## config.mk

```make
export PLATFORM = sky130hd
export DESIGN_NAME = uart_tx_sequencer
export DESIGN_NICKNAME = d
export VERILOG_FILES = /design/src/rtl/uart_tx_sequencer.sv
export SDC_FILE = /design/constraint.sdc
export NUM_CORES = 1
export LEC_CHECK = 0
export BUFFER_PORTS_ARGS = -buffer_cell sky130_fd_sc_hd__buf_4
export CAP_MARGIN = 20
export CORE_AREA = 2 2 50 52
export CTS_CLUSTER_DIAMETER = 150
export DETAILED_ROUTE_END_ITERATION = 10
export DIE_AREA = 0 0 52 54
export PLACE_DENSITY = 0.75
export SYNTH_ARGS = -nofsm -noshare
export SYNTH_HDL_FRONTEND = slang
export SYNTH_SLANG_ARGS = --single-unit
```

## constraint.sdc

```tcl
create_clock -name clk -period 2 [get_ports clk]
set_input_delay 0.3 -clock clk [delete_from_list [all_inputs] [get_ports clk]]
set_output_delay 0.3 -clock clk [all_outputs]
set_load 0.01 [all_outputs]
```

## src/rtl/uart_tx_sequencer.sv

```systemverilog
// rtl/uart_tx_sequencer.sv - UART transmit frame sequencer (start, data, optional parity, stop)
//
// Serialises one byte per frame onto tx, LSB first, timed by a 16x oversampling tick.
// Optional parity bit is compiled in with the macro UART_TX_PARITY_EN.
//
// Parameters:
//   DBIT       data bits per frame (5..8)
//   SB_TICK    stop-bit length in s_tick pulses (16 = 1 stop bit, 32 = 2 stop bits)
//   PARITY_ODD 0 = even parity, 1 = odd parity (used only with UART_TX_PARITY_EN)
//
// Ports:
//   clk           system clock, rising edge
//   reset         asynchronous, active-high reset
//   s_tick        16x baud tick, one-cycle pulse
//   tx_data[7:0]  byte to send, bits [DBIT-1:0] used
//   tx_valid      requester has a byte ready
//   tx_ready      sequencer is idle and accepts a byte
//   tx            serial line, idle high, driven from a flop
//   tx_done_tick  one-cycle pulse on the last stop tick of a frame

module uart_tx_sequencer #(
    parameter int DBIT       = 8,
    parameter int SB_TICK    = 16,
    parameter int PARITY_ODD = 0
) (
    input  logic       clk,
    input  logic       reset,
    input  logic       s_tick,
    input  logic [7:0] tx_data,
    input  logic       tx_valid,
    output logic       tx_ready,
    output logic       tx,
    output logic       tx_done_tick
);

    // Elaboration-time parameter sanity checks.
    if (DBIT < 5 || DBIT > 8) begin : g_bad_dbit
        $error("uart_tx_sequencer: DBIT must be 5..8");
    end
    if (SB_TICK < 1 || SB_TICK > 32) begin : g_bad_sb_tick
        $error("uart_tx_sequencer: SB_TICK must be 1..32");
    end
    if (PARITY_ODD != 0 && PARITY_ODD != 1) begin : g_bad_parity_odd
        $error("uart_tx_sequencer: PARITY_ODD must be 0 or 1");
    end

`ifdef UART_TX_PARITY_EN
    typedef enum logic [2:0] {
        IDLE   = 3'd0,
        START  = 3'd1,
        DATA   = 3'd2,
        PARITY = 3'd3,
        STOP   = 3'd4
    } state_t;
`else
    typedef enum logic [2:0] {
        IDLE   = 3'd0,
        START  = 3'd1,
        DATA   = 3'd2,
        STOP   = 3'd4
    } state_t;
`endif

    localparam logic [4:0] S_BIT_LAST  = 5'd15;
    localparam logic [4:0] S_STOP_LAST = 5'(SB_TICK - 1);
    localparam logic [2:0] N_LAST      = 3'(DBIT - 1);

    state_t            state_reg, state_next;
    logic [4:0]        s_reg, s_next;
    logic [2:0]        n_reg, n_next;
    logic [DBIT-1:0]   b_reg, b_next;
    logic              tx_reg, tx_next;
`ifdef UART_TX_PARITY_EN
    logic              parity_reg, parity_next;
`endif

    // State and datapath registers.
    always_ff @(posedge clk or posedge reset) begin
        if (reset) begin
            state_reg  <= IDLE;
            s_reg      <= '0;
            n_reg      <= '0;
            b_reg      <= '0;
            tx_reg     <= 1'b1;
`ifdef UART_TX_PARITY_EN
            parity_reg <= 1'b0;
`endif
        end else begin
            state_reg  <= state_next;
            s_reg      <= s_next;
            n_reg      <= n_next;
            b_reg      <= b_next;
            tx_reg     <= tx_next;
`ifdef UART_TX_PARITY_EN
            parity_reg <= parity_next;
`endif
        end
    end

    // Next-state and next-datapath logic.
    always_comb begin
        state_next  = state_reg;
        s_next      = s_reg;
        n_next      = n_reg;
        b_next      = b_reg;
`ifdef UART_TX_PARITY_EN
        parity_next = parity_reg;
`endif
        case (state_reg)
            IDLE: begin
                // tx_ready is exactly (state == IDLE), so tx_valid here is a transfer.
                // A coincident s_tick is deliberately ignored.
                if (tx_valid) begin
                    state_next  = START;
                    s_next      = '0;
                    n_next      = '0;
                    b_next      = tx_data[DBIT-1:0];
`ifdef UART_TX_PARITY_EN
                    parity_next = (^tx_data[DBIT-1:0]) ^ 1'(PARITY_ODD);
`endif
                end
            end
            START: begin
                if (s_tick) begin
                    if (s_reg == S_BIT_LAST) begin
                        s_next     = '0;
                        state_next = DATA;
                    end else begin
                        s_next = s_reg + 5'd1;
                    end
                end
            end
            DATA: begin
                if (s_tick) begin
                    if (s_reg == S_BIT_LAST) begin
                        s_next = '0;
                        b_next = b_reg >> 1;
                        if (n_reg == N_LAST) begin
`ifdef UART_TX_PARITY_EN
                            state_next = PARITY;
`else
                            state_next = STOP;
`endif
                        end else begin
                            n_next = n_reg + 3'd1;
                        end
                    end else begin
                        s_next = s_reg + 5'd1;
                    end
                end
            end
`ifdef UART_TX_PARITY_EN
            PARITY: begin
                if (s_tick) begin
                    if (s_reg == S_BIT_LAST) begin
                        s_next     = '0;
                        state_next = STOP;
                    end else begin
                        s_next = s_reg + 5'd1;
                    end
                end
            end
`endif
            STOP: begin
                if (s_tick) begin
                    if (s_reg == S_STOP_LAST) begin
                        s_next     = '0;
                        state_next = IDLE;
                    end else begin
                        s_next = s_reg + 5'd1;
                    end
                end
            end
            default: begin
                state_next = IDLE;
            end
        endcase

        // The line value is computed from the next state so tx flips on the
        // same edge as the state / shift register.
        case (state_next)
            START:   tx_next = 1'b0;
            DATA:    tx_next = b_next[0];
`ifdef UART_TX_PARITY_EN
            PARITY:  tx_next = parity_next;
`endif
            default: tx_next = 1'b1;
        endcase
    end

    // Outputs decoded from registered state.
    always_comb begin
        tx_ready     = (state_reg == IDLE);
        tx_done_tick = (state_reg == STOP) && s_tick && (s_reg == S_STOP_LAST);
    end

    assign tx = tx_reg;

endmodule

```

==> impl_results.md <==
- Status: complete, no violations
- Hold Fails Final Rpt: 0
- Routed Antenna Nets: 0
- RSZ-0062 raised after global routing: false
- Pre-antenna DRT Iters: 4
- DR vias/cell: 5.68
- Startpoint class of the critical path: flop
- CTS tree: built
- Chip width: 52 microns
- CTS Root Cell: clkbuf_4
- Final #Nets: 134
- Worst Hold Class: in -> async
- Synth Cell Area: 1050 sq um
- First-pass GRT wire length: 3.59 mm
- Antenna fix cells: 0
- Mapped Nets: 113
- DR vias: 841
- Crit path DAT: 1610 ps
- Top Ports: 15
- Post-synth EDFFs: 0
- Clock-pin slew on the worst setup and hold paths: 120 ps
- Fillers: 204
- Clk_skew: 10.5 ps
- Synthesis-to-finish area growth: 22.4%
- Max Slew Vio Count: 0
- Initial DRC count: 33
- Setup Viol. Count Final: 0
- Kind of critical path: reg -> out
- Worst-Skew Late Latency: 310 ps
- RD Place Congestion: 0.851
- Max-cap violations: 0
- Number of flip-flops in the largest register: 8
- Die Y: 54 microns
- Fraction of registers with async set/reset: 100%
- R2R Path Start: state_reg[2]$_DFF_PP0_
- Max-slew headroom: 50.5%
- Maximum vdd drop: 0.869 mV
- Post-DP Area: 1190 sq um
- Clock tree sinks: 20
- Worst EP required: 1700 ps
- Fmax: 523 MHz
- Max H-tree Level: 1
- Grt ovf: 0
- Tcrit/Tclk final: 95.6%
- Syn Inst Count: 98
- Unique masters post-synth: 38
- Worst Setup End Kind: output port
- Vias in the first global route: 826
- Fin crit period: 1910 ps
- Reg2reg setup slack: 170 ps
- Synth warn: 0
- Pin count of the biggest net entering global routing: 21
- Routed WL: 2.19 mm
- Mean post-synth cell area: 10.8 sq um
- Starting Density: 45.4%
- Lkg Pwr: 0.635 nW
- Hold buffers post-CTS: 0
- R2R Path End: b_reg[2]$_DFFE_PP0P_
- Layout cell share with drive strength beyond 1: 29.7%
- Die area: 2810 sq um
- CORE AREA: 2320 sq um
- Buffers on Ports: 14
- Dpl hpwl: 1.66 mm
- Site Rows: 18
- DRC viols: 0
- Sequential-to-total area share from yosys stat: 47.6%
- Finished Cell Area: 1290 sq um
- Seq cells post-synth: 20
- Worst-margin pin slew: 742 ps
- Initial antenna violation count: 0
- PD cells: 1240 nW/um^2
- Ys flop type: dfrtp_1
- Crit-path max FO: 4
- Setup total negative slack: 0 ps
- CTS Buf Count: 3
- Worst reg-to-reg path cell count: 4
- WL/cell: 14.8 microns
- Tot GR Track Use: 17.9%
- Clock buffer depth: 2
- Final hold slack: 103 ps
## logic make-up after synthesis
logic type | after synthesis | synth area share [%]
buffers and inverters | 13 | 6.06
AO/OA/AOI/OAI | 24 | 18.9
multiplexers | 5 | 5.23
adder cells (fa/ha/maj) | 3 | 3.56
XOR/XNOR | 1 | 0.832
flip-flops | 20 | 47.6
AND/OR/NAND/NOR | 32 | 17.8
## worst max path at each step
stage                                 from              endpoint  slack, ps  cells past startpoint
floorplan           state_reg[0]$_DFF_PP0_  b_reg[1]$_DFFE_PP0P_        130                      6
global placement    state_reg[2]$_DFF_PP0_  b_reg[5]$_DFFE_PP0P_        220                      4
detailed placement    s_reg[0]$_DFFE_PP0P_          tx$_DFF_PP1_        100                      5
CTS                   s_reg[0]$_DFFE_PP0P_          tx_done_tick          2                      5
global route          s_reg[1]$_DFFE_PP0P_          tx_done_tick          2                      5
finish                s_reg[1]$_DFFE_PP0P_          tx_done_tick         90                      5
## final cells by class
type | instances | area, sq um | area share (%)
repair buffers | 21 | 158 | 12.2
clock buffers | 3 | 22.5 | 1.75
multi-input cells | 65 | 510 | 39.6
clock inverters | 1 | 30.0 | 2.33
flip-flops and latches | 20 | 502 | 38.9
inverters | 8 | 30.0 | 2.33
well taps | 30 | 37.5 | 2.91
## layer usage
layer	part of all wire, %	GRT usage, %	up-vias	wire (microns)
met2	44	27.4	21	968
met5	0	0	-	0
li1	-	-	410	-
met3	2.9	1.94	9	64
met4	4.1	14.9	0	91
met1	49	22.7	401	1070
## layout by cell type, fill, tap and decap left out, drive strengths merged
cell type / netlist / final
a31o: 1 / 1
a21o: 1 / 1
o21ai: 2 / 2
and4b: 1 / 1
nand2: 6 / 6
o21a: 1 / 1
o211ai: 3 / 3
xor2: 1 / 1
a222oi: 6 / 6
dfstp: 1 / 1
a22oi: 3 / 3
nand4bb: 1 / 1
nor2: 6 / 6
nand3b: 1 / 1
nor3: 1 / 1
or4b: 1 / 1
nor2b: 1 / 1
inv: 8 / 8
nand4b: 1 / 1
nor3b: 1 / 1
a2111oi: 1 / 1
clkbuf: 3 / 3
nand3: 6 / 6
mux2i: 1 / 1
and3: 3 / 3
bufinv: 0 / 1
a31oi: 1 / 1
buf: 2 / 21
dfrtp: 19 / 19
a21oi: 2 / 2
ha: 3 / 3
a211o: 1 / 1
mux2: 4 / 4
nor4b: 1 / 1
or3b: 1 / 1
a22o: 2 / 2
and2: 1 / 1
## stage by stage
| stage | util [%] | power [mW] | setup slack [ps] | std cells |
|---|---|---|---|---|
| 2_1_floorplan | - | 1.07 | 130 | 98 |
| 3_3_place_gp | 51.4 | 1.19 | 223 | 141 |
| 3_5_place_dp | 51.4 | 1.22 | 102 | 141 |
| 4_1_cts | 54.0 | 1.56 | 1.57 | 145 |
| 5_1_grt | 55.6 | 1.71 | 1.88 | 148 |
| 6_report | 55.6 | 1.60 | 88.3 | 148 |
## power by group
part	total [mW]	switching, mW	internal, mW
Clock	0.334	0.131	0.203
Sequential	0.647	0.100	0.547
Combinational	0.620	0.303	0.317
Total	1.60	0.534	1.07
## cell usage after synthesis, drive strengths merged, types with 2 or more instances
master	number	area [sq um]
o21ai	2	10.0
mux2	4	45.0
and3	3	18.8
o211ai	3	22.5
nand3	6	30.0
nor2	6	22.5
dfrtp	19	475
a21oi	2	10.0
clkbuf	3	11.3
ha	3	37.5
inv	8	30.0
nand2	6	22.5
buf	2	22.5
a22oi	3	22.5
a22o	2	26.3
a222oi	6	60.1
## worst max-delay path: stages (launching register included)
cell and delay, ps:
dfrtp_1 430, ha_4 170, and4b_2 260, nand2_2 80
nor4b_2 210, buf_4 150
## what timing repair did
item,in CTS,in global routing
pin swaps,0,1
endpoints found under the hold margin,0,0
gates resized for setup,2,3
endpoints found under the setup margin,1,2
buffers inserted,0,3
Power figures use the tool's default switching activity.
